### config.mk
export PLATFORM = sky130hd
export DESIGN_NAME = csr_reg_flat
export DESIGN_NICKNAME = d
export VERILOG_FILES = /design/src/rtl/csr_reg_pkg.sv /design/src/rtl/csr_reg_if.sv /design/src/rtl/csr_reg_alu.sv /design/src/rtl/csr_reg.sv /design/src/flat_wrapper.sv
export SDC_FILE = /design/constraint.sdc
export NUM_CORES = 1
export LEC_CHECK = 0
export ABC_AREA = 1
export CORE_MARGIN = 8
export CORE_UTILIZATION = 41
export CTS_CLUSTER_SIZE = 25
export DETAILED_ROUTE_END_ITERATION = 10
export GPL_TIMING_DRIVEN = 0
export PLACE_DENSITY = 0.91
export SLEW_MARGIN = 15
export SYNTH_ARGS = -nofsm -noshare
export SYNTH_HDL_FRONTEND = slang
export SYNTH_SLANG_ARGS = --single-unit
### constraint.sdc
create_clock -name clk -period 1.7 [get_ports clk]
set_input_delay 0.17 -clock clk [delete_from_list [all_inputs] [get_ports clk]]
set_output_delay 0.17 -clock clk [all_outputs]
set_load 0.05 [all_outputs]
### src/rtl/csr_reg_pkg.sv
// csr_reg_pkg: shared types for the CSR register slice.
//   CsrAddrT  12-bit CSR address
//   word      32-bit machine word
//   r         5-bit register index / zimm field
//   csr_op_t  Zicsr funct3 encoding (reserved codes included so every value decodes)
//   Per-peripheral CSR address constants.
package csr_reg_pkg;

  typedef logic [11:0] CsrAddrT;
  typedef logic [31:0] word;
  typedef logic [4:0]  r;

  localparam CsrAddrT CsrAddrMscratch = 12'h340;
  localparam CsrAddrT CsrAddrMtime    = 12'h701;
  localparam CsrAddrT CsrAddrMtimecmp = 12'h7C0;

  typedef enum logic [2:0] {
    CsrOpRsvd0 = 3'b000,
    CsrOpRw    = 3'b001,
    CsrOpRs    = 3'b010,
    CsrOpRc    = 3'b011,
    CsrOpRsvd4 = 3'b100,
    CsrOpRwi   = 3'b101,
    CsrOpRsi   = 3'b110,
    CsrOpRci   = 3'b111
  } csr_op_t;

  // Immediate forms take their operand from the zimm field instead of rs1.
  function automatic logic op_is_imm(csr_op_t op);
    return op inside {CsrOpRwi, CsrOpRsi, CsrOpRci};
  endfunction

endpackage

### src/rtl/csr_reg_if.sv
// csr_reg_if: CSR instruction bus between the decode/execute stage and a CSR register.
//   csr_enable  CSR instruction valid this cycle
//   csr_addr    CSR address of the instruction
//   csr_op      funct3 op
//   rs1_zimm    rs1 index / zimm field
//   rs1_data    rs1 register value
//   out         read value from the register (0 when not selected)
// master = core side, slave = CSR register side.
interface csr_reg_if;
  import csr_reg_pkg::*;

  logic    csr_enable;
  CsrAddrT csr_addr;
  csr_op_t csr_op;
  r        rs1_zimm;
  word     rs1_data;
  word     out;

  modport master (
    output csr_enable, csr_addr, csr_op, rs1_zimm, rs1_data,
    input  out
  );

  modport slave (
    input  csr_enable, csr_addr, csr_op, rs1_zimm, rs1_data,
    output out
  );

endinterface

### src/rtl/csr_reg_alu.sv
// csr_reg_alu: combinational Zicsr read-modify-write datapath.
//   data          current stored value
//   op            funct3 op
//   rs1_zimm      rs1 index / zimm (also gates set/clear writes)
//   rs1_data      rs1 register value
//   new_value     value to store if write_enable
//   write_enable  op commits a write (independent of address select)
module csr_reg_alu
  import csr_reg_pkg::*;
#(
  parameter int unsigned CsrWidth = 32
) (
  input  logic [CsrWidth-1:0] data,
  input  csr_op_t             op,
  input  r                    rs1_zimm,
  input  word                 rs1_data,
  output logic [CsrWidth-1:0] new_value,
  output logic                write_enable
);

  word                 opnd_word;
  logic [CsrWidth-1:0] opnd;

  // Operand bits above CsrWidth are silently dropped.
  assign opnd_word = op_is_imm(op) ? {27'b0, rs1_zimm} : rs1_data;
  assign opnd      = opnd_word[CsrWidth-1:0];

  always_comb begin
    new_value    = data;
    write_enable = 1'b0;
    unique case (op)
      CsrOpRw, CsrOpRwi: begin
        new_value    = opnd;
        write_enable = 1'b1;
      end
      // Set/clear with a zero rs1 index or zimm is a pure read.
      CsrOpRs, CsrOpRsi: begin
        new_value    = data | opnd;
        write_enable = (rs1_zimm != 5'd0);
      end
      CsrOpRc, CsrOpRci: begin
        new_value    = data & ~opnd;
        write_enable = (rs1_zimm != 5'd0);
      end
      CsrOpRsvd0, CsrOpRsvd4: begin
        new_value    = data;
        write_enable = 1'b0;
      end
      default: begin
        new_value    = data;
        write_enable = 1'b0;
      end
    endcase
  end

endmodule

### src/rtl/csr_reg.sv
// csr_reg: single memory-mapped CSR register of configurable width.
//   clk               clock, rising edge
//   reset             synchronous, active-high; loads ResetValue
//   bus               CSR instruction bus (slave side)
//   ext_data          hardware side-effect write value
//   ext_write_enable  load ext_data this cycle (wins over instruction writes)
//   direct_out        stored value, zero-extended to 32 bits
// The stored register is `data`, readable hierarchically by the owning peripheral.
// Optional macro CSR_TRACE_EN: simulation-only $display of every committed write.
module csr_reg
  import csr_reg_pkg::*;
#(
  parameter int unsigned         CsrWidth   = 32,
  parameter CsrAddrT             Addr       = '0,
  parameter logic [CsrWidth-1:0] ResetValue = '0
) (
  input  logic                clk,
  input  logic                reset,
  csr_reg_if.slave            bus,
  input  logic [CsrWidth-1:0] ext_data,
  input  logic                ext_write_enable,
  output word                 direct_out
);

  logic [CsrWidth-1:0] data;
  logic [CsrWidth-1:0] data_d;
  logic [CsrWidth-1:0] alu_value;
  logic                alu_we;
  logic                sel;
  word                 data_word;

  assign sel = bus.csr_enable && (bus.csr_addr == Addr);

  csr_reg_alu #(
    .CsrWidth(CsrWidth)
  ) u_alu (
    .data        (data),
    .op          (bus.csr_op),
    .rs1_zimm    (bus.rs1_zimm),
    .rs1_data    (bus.rs1_data),
    .new_value   (alu_value),
    .write_enable(alu_we)
  );

  always_comb begin
    data_d = data;
    if (ext_write_enable) begin
      data_d = ext_data;
    end else if (sel && alu_we) begin
      data_d = alu_value;
    end
  end

  always_ff @(posedge clk) begin
    if (reset) begin
      data <= ResetValue;
    end else begin
      data <= data_d;
    end
  end

  always_comb begin
    data_word               = '0;
    data_word[CsrWidth-1:0] = data;
  end

  assign direct_out = data_word;
  // Unselected registers drive 0 so the core can OR all CSR reads together.
  assign bus.out    = sel ? data_word : '0;

`ifdef CSR_TRACE_EN
  always_ff @(posedge clk) begin
    if (!reset) begin
      if (ext_write_enable) begin
        $display("csr_reg %h ext write: old %h new %h", Addr, data, ext_data);
      end else if (sel && alu_we) begin
        $display("csr_reg %h op %s: old %h new %h", Addr, bus.csr_op.name(), data, alu_value);
      end
    end
  end
`else
`endif

endmodule

### src/flat_wrapper.sv
// flat-port wrapper written by rule: the top's interface ports become plain ports
module csr_reg_flat import csr_reg_pkg::*;
#(
  parameter int unsigned         CsrWidth   = 32,
  parameter CsrAddrT             Addr       = '0,
  parameter logic [CsrWidth-1:0] ResetValue = '0
)
  (clk, reset, ext_data, ext_write_enable, direct_out, bus_csr_enable, bus_csr_addr, bus_csr_op, bus_rs1_zimm, bus_rs1_data, bus_out);
  csr_reg_if bus_i ();
  input  logic clk;
  input  logic reset;
  input  logic [CsrWidth-1:0] ext_data;
  input  logic ext_write_enable;
  output word direct_out;
  input wire logic [$bits(bus_i.csr_enable)-1:0] bus_csr_enable;
  input wire logic [$bits(bus_i.csr_addr)-1:0] bus_csr_addr;
  input wire logic [$bits(bus_i.csr_op)-1:0] bus_csr_op;
  input wire logic [$bits(bus_i.rs1_zimm)-1:0] bus_rs1_zimm;
  input wire logic [$bits(bus_i.rs1_data)-1:0] bus_rs1_data;
  output wire logic [$bits(bus_i.out)-1:0] bus_out;
  assign bus_i.csr_enable = bus_csr_enable;
  assign bus_i.csr_addr = bus_csr_addr;
  assign bus_i.csr_op = bus_csr_op;
  assign bus_i.rs1_zimm = bus_rs1_zimm;
  assign bus_i.rs1_data = bus_rs1_data;
  assign bus_out = bus_i.out;
  csr_reg #(.CsrWidth(CsrWidth), .Addr(Addr), .ResetValue(ResetValue)) u_core (.clk(clk), .reset(reset), .bus(bus_i), .ext_data(ext_data), .ext_write_enable(ext_write_enable), .direct_out(direct_out));
endmodule
## After elaboration in Yosys (flattened, before gate mapping)

Index checks and enable logic that the tools add are counted.

| storage, ports and cells | value |
|---|---|
| output and inout port bits | 64 |
| bits in latches | 0 |
| register bits | 32 |
| ROM bits | 0 |
| bits in writable memories | 0 |
| input port bits | 88 |
| word-level logic and storage cells | 31 |
| memories | 0 |

| operators by class | value |
|---|---|
| bitwise logic cells | 3 |
| multipliers | 0 |
| muxes and demuxes | 6 |
| shift-type cells | 0 |
| $add $sub $neg | 0 |
| equal/unequal tests | 8 |
| reductions and logical operators | 13 |
| div/mod/pow operators | 0 |
| magnitude comparators | 0 |

Operators with widths:

| cell | count |
|---|---|
| 32-bit two-way mux | 4 |
| 32-bit case mux with 3 select lines | 1 |
| 32-bit AND | 1 |
| 32-bit NOT | 1 |
| 32-bit OR | 1 |
| 3-bit == test, second input constant | 4 |
| 12-bit logical NOT | 1 |
| 2-bit OR reduction | 4 |
| 3-bit by 2-bit == test with 1-bit output, second input constant | 2 |
| 5-bit nonzero test | 1 |
| 4-bit OR reduction | 1 |
| 3-bit by 1-bit == test with 1-bit output, second input constant | 1 |
| 3-bit logical NOT | 1 |
| 1-bit case mux with 3 select lines | 1 |
| 3-bit nonzero test | 1 |
| 1-bit logical AND | 2 |
| 2-bit != test, second input constant | 1 |
| 2-bit AND reduction | 1 |
| 2-bit nonzero test | 1 |

## Depth between registers and ports, before layout

| logic depth | value |
|---|---|
| word-level depth | 8 |
| depth in mapped cells | 10 |

## By module

Synthesis repeated with hierarchy kept, for this count alone.

| unflattened totals | value |
|---|---|
| cells, all modules | 623 |
| area total of the unflattened synthesis | 3,334.4 um^2 |

Modules (own cells, without submodules):

| module | cells an instance | area an instance (um^2) | instances |
|---|---|---|---|
| csr_reg | 361 | 2,063.2 | 1 |
| csr_reg_alu | 262 | 1,271.2 | 1 |

## Least setup slack after synthesis

Ideal clock, no wire load.

| timing | value |
|---|---|
| path type | input to output |
| from | input port bus_csr_addr[2] |
| to | output port bus_out[10] |
| stages on the path | 6 |
| data required time | 1.530 ns |
| arrival time | 1.531 ns |
| setup slack | -0.001 ns |
| cell sequence | nor3_1 -> nand2_1 -> nor2_2 -> inv_1 -> clkbuf_1 -> nor2_1 |

| on the way | value |
|---|---|
| cells in the longest elaborated chain, start to end | 3 |

Ends and longest elaborated chain:

| item | RTL line | RTL |
|---|---|---|
| from (decl) | flat_wrapper.sv:16 | `input wire logic [$bits(bus_i.csr_addr)-1:0] bus_csr_addr;` |
| 12-bit logical NOT | csr_reg.sv:32 | `assign sel = bus.csr_enable && (bus.csr_addr == Addr);` |
| 1-bit logical AND | csr_reg.sv:32 |  |
| 32-bit two-way mux | csr_reg.sv:69 | `assign bus.out = sel ? data_word : '0;` |
| to (decl) | flat_wrapper.sv:20 | `output wire logic [$bits(bus_i.out)-1:0] bus_out;` |

Every way passes these cells.

## Final worst setup path

| timing | value |
|---|---|
| from | input port ext_write_enable |
| to | register u_core.data[22], in the netlist u_core.direct_out[22] |

| on the way | value |
|---|---|
| cells in the longest elaborated chain, start to end | 2 |

Ends and longest elaborated chain:

| item | RTL line | RTL |
|---|---|---|
| from (decl) | flat_wrapper.sv:13 | `input logic ext_write_enable;` |
| 2-bit != test (no source line) / 2-bit nonzero test (equally long branches) | n/a |  |
| 2-bit AND reduction (no source line) | n/a |  |
| to (signal assigned) | csr_reg.sv:56 | `data <= ResetValue;` |
| to (signal assigned) | csr_reg.sv:58 | `data <= data_d;` |
| to (decl) | csr_reg.sv:25 | `logic [CsrWidth-1:0] data;` |

Parallel ways exist; a longest one is shown, timed or not.
A chain may end at the register's enable or synchronous reset.

==> impl_results.md <==
* Gp weighted congestion at 0.8392
* Cell Area, Synth at 2581 sq um
* Setup CP Type: primary input to register
* Max-slew violations at 0
* Worst slew pin tran at 0.5551 ns
* Clk pwr share at 0.253
* Met1 wire length at 4.324 mm
* Htree depth at 2
* 1st-pass router iterations at 8
* Fill cell count at 498
* CTS tree: built
* Psw at 0.9221 mW
* Power Total at 2.469 mW
* Clock root buffer master: clkbuf_8
* GRT Util Overall at 0.2236
* FF+latch count, synth at 32
* CP endpoint kind: register
* Combinational share of power at 0.397
* Share of the synthesized area in the top cell type at 0.2482
* Max VDD drop at 347.3 uV
* Worst R2R Setup Slack at 0.72 ns
* Hold Vio Cnt, Final at 0
* CTS max path bufs at 2
* Internal at 1.547 mW
* Largest net degree at the start of global routing at 11
* Switching portion of total power at 0.3735
* Hold crit path type: primary input to register
* Initial core utilization at 0.4160
* Post-Synthesis Cells at 451
* DR WL met2 at 5.925 mm
* Clk sink count at 32
* Total of max-cap violations at 0
* Final core occ at 0.7502
* Core Region at 6205 sq um
* Final setup violation count at 0
* Lkg Pwr at 2.403 nW
* Crit path time final at 1.678 ns
* Final instance area at 4654 sq um
* Die area at 9091 sq um
* Total wire length at 11.51 mm
* Status: finished clean
* Worst-skew pair later-pin latency at 0.28 ns
* Seq pwr share at 0.350
* Vias in the first global route at 3,512
* Critical Path Fanout Max at 10
* Required @ worst endpoint at 1.92 ns
* Die Ht at 95.35 um
* Global-route wire length before repair at 16.48 mm
* Most frequent cells in the layout: clkdlybuf4s50_1 (84), nand2_1 (82), nor2_1 (62)
* Leading area contributor after synthesis: dfxtp_1
* Distinct cells, synth at 22
* Most common cell after layout, fill and taps aside: clkdlybuf4s50_1
* Die X-Extent at 95.35 um
* Total CTS buffers at 5
* FP Rows at 29
* Sequential share of the synthesized area at 0.2482
* Reg clk slew, reported paths at 0.08 ns
* WL per Instance at 16.68 um
* Startpoint Class: primary input
* DR top layer: met4
* Hpwl dp at 8.026 mm
* Power Dens Cells at 530.4 nW/um^2
* DR WL met3 at 1.087 mm
* Yosys warnings at 0
* Synth area leaders: dfxtp_1 (25%), nor2_1 (13%), nand2_1 (12%)
* Vias per Instance at 5.403
* CP arrival at 1.90 ns
* Final #Nets at 700
* Syn_area_per_cell at 5.723 sq um
* Placed instance area at 4179 sq um
* Initial antenna violation count at 0
* Tcrit/Tclk final at 0.9873
* Ports at 152
* # DRC at 0
* DR iter-0 viols at 238
* Layout cell share with drive strength beyond 1 at 0.1827
* # diodes at 0
* Slew headroom at 0.6299
* Max reg flops at 32
* Area delta synth->final at 80.32%
* Achievable Freq at 595.8 MHz
* Synth Net Count at 539
* Remaining Overflow, GRT at 0
* I/O Buffers at 150
* DR vias at 3,728
* Final hold slack at 0.4240 ns
* Skew final at 0 ns
* Antenna-violating nets left at 0
-- synth_stat cells (all sizes together) --
master / number
or2: 5
nand2: 83
buf: 21
nor3: 1
inv: 57
dfxtp: 32
nor2: 95
o21ai: 55
clkbuf: 11
a22oi: 27
a21oi: 6
nand3: 58
-- cell families (layout without fill, tap and decap cells) --
kind of cell           after synthesis  in the layout  share of synthesized area
AOI/OAI and AO/OA                   88             88                     0.2055
buffers and inverters               89            251                     0.1551
DFF                                 32             32                     0.2482
and+or+nand+nor                    242            242                     0.3912
-- metal layers --
layer | GRT usage | vias to the layer above
met5 | 0 | -
met4 | 0.05852 | 0
met3 | 0.04488 | 24
met2 | 0.4097 | 242
met1 | 0.2564 | 1692
li1 | - | 1770
-- stage by stage --
| stage | setup slack, ns | setup TNS, ns | std cells |
|---|---|---|---|
| after global placement | -0.9372 | -29.69 | 678 |
| final | 0.02161 | 0 | 690 |
| after CTS | -0.03593 | -0.4873 | 687 |
| after floorplan | -0.001160 | -0.03479 | 451 |
| after detailed placement | -0.9695 | -32.38 | 678 |
| after global routing | -0.02207 | -0.03802 | 690 |
-- worst max-delay path: stages --
cell and delay (ns):
clkdlybuf4s50_1 0.43, inv_1 0.10, clkbuf_1 0.45, buf_2 0.34, nand2_1 0.10, o21ai_1 0.14
nor2_1 0.06, nor2_1 0.12
-- power groups by stage --
stage                     combinational [mW]  sequential (mW)  clock [mW]
after floorplan                        0.351             1.06           0
after CTS                              0.959            0.862       0.622
after global placement                 0.929            0.875           0
after detailed placement               0.951            0.878           0
final                                  0.980            0.865       0.623
after global routing                    1.05            0.871       0.648
-- repair_timing --
action	4_1_cts	5_1_grt
buffers inserted	1	0
hold buffers	0	0
setup endpoints to repair	33	55
cloned	0	3
pin swaps	1	11
resized for setup	241	75
-- layout make-up --
class / count / area, sq um / area share
Sequential cell: 32 / 640.6 / 0.1376
Inverter: 57 / 221.5 / 0.04758
Timing Repair Buffer: 154 / 1683 / 0.3616
Buffer: 32 / 240.2 / 0.05161
Clock inverter: 2 / 10.01 / 0.002151
Tap cell: 77 / 96.34 / 0.02070
Clock buffer: 6 / 82.58 / 0.01774
Multi-Input combinational cell: 330 / 1680 / 0.3610
-- path summary, 6_finish.rpt --
path	startpoint	to	depth (start not counted)
min	bus_csr_op[1]	u_core.direct_out[0]$_SDFFE_PP0P_	7
min reg2reg	u_core.direct_out[2]$_SDFFE_PP0P_	u_core.direct_out[2]$_SDFFE_PP0P_	2
max	ext_write_enable	u_core.direct_out[22]$_SDFFE_PP0P_	8
max reg2reg	u_core.direct_out[2]$_SDFFE_PP0P_	u_core.direct_out[2]$_SDFFE_PP0P_	6
Note: power is estimated with default switching activity, not from simulation.
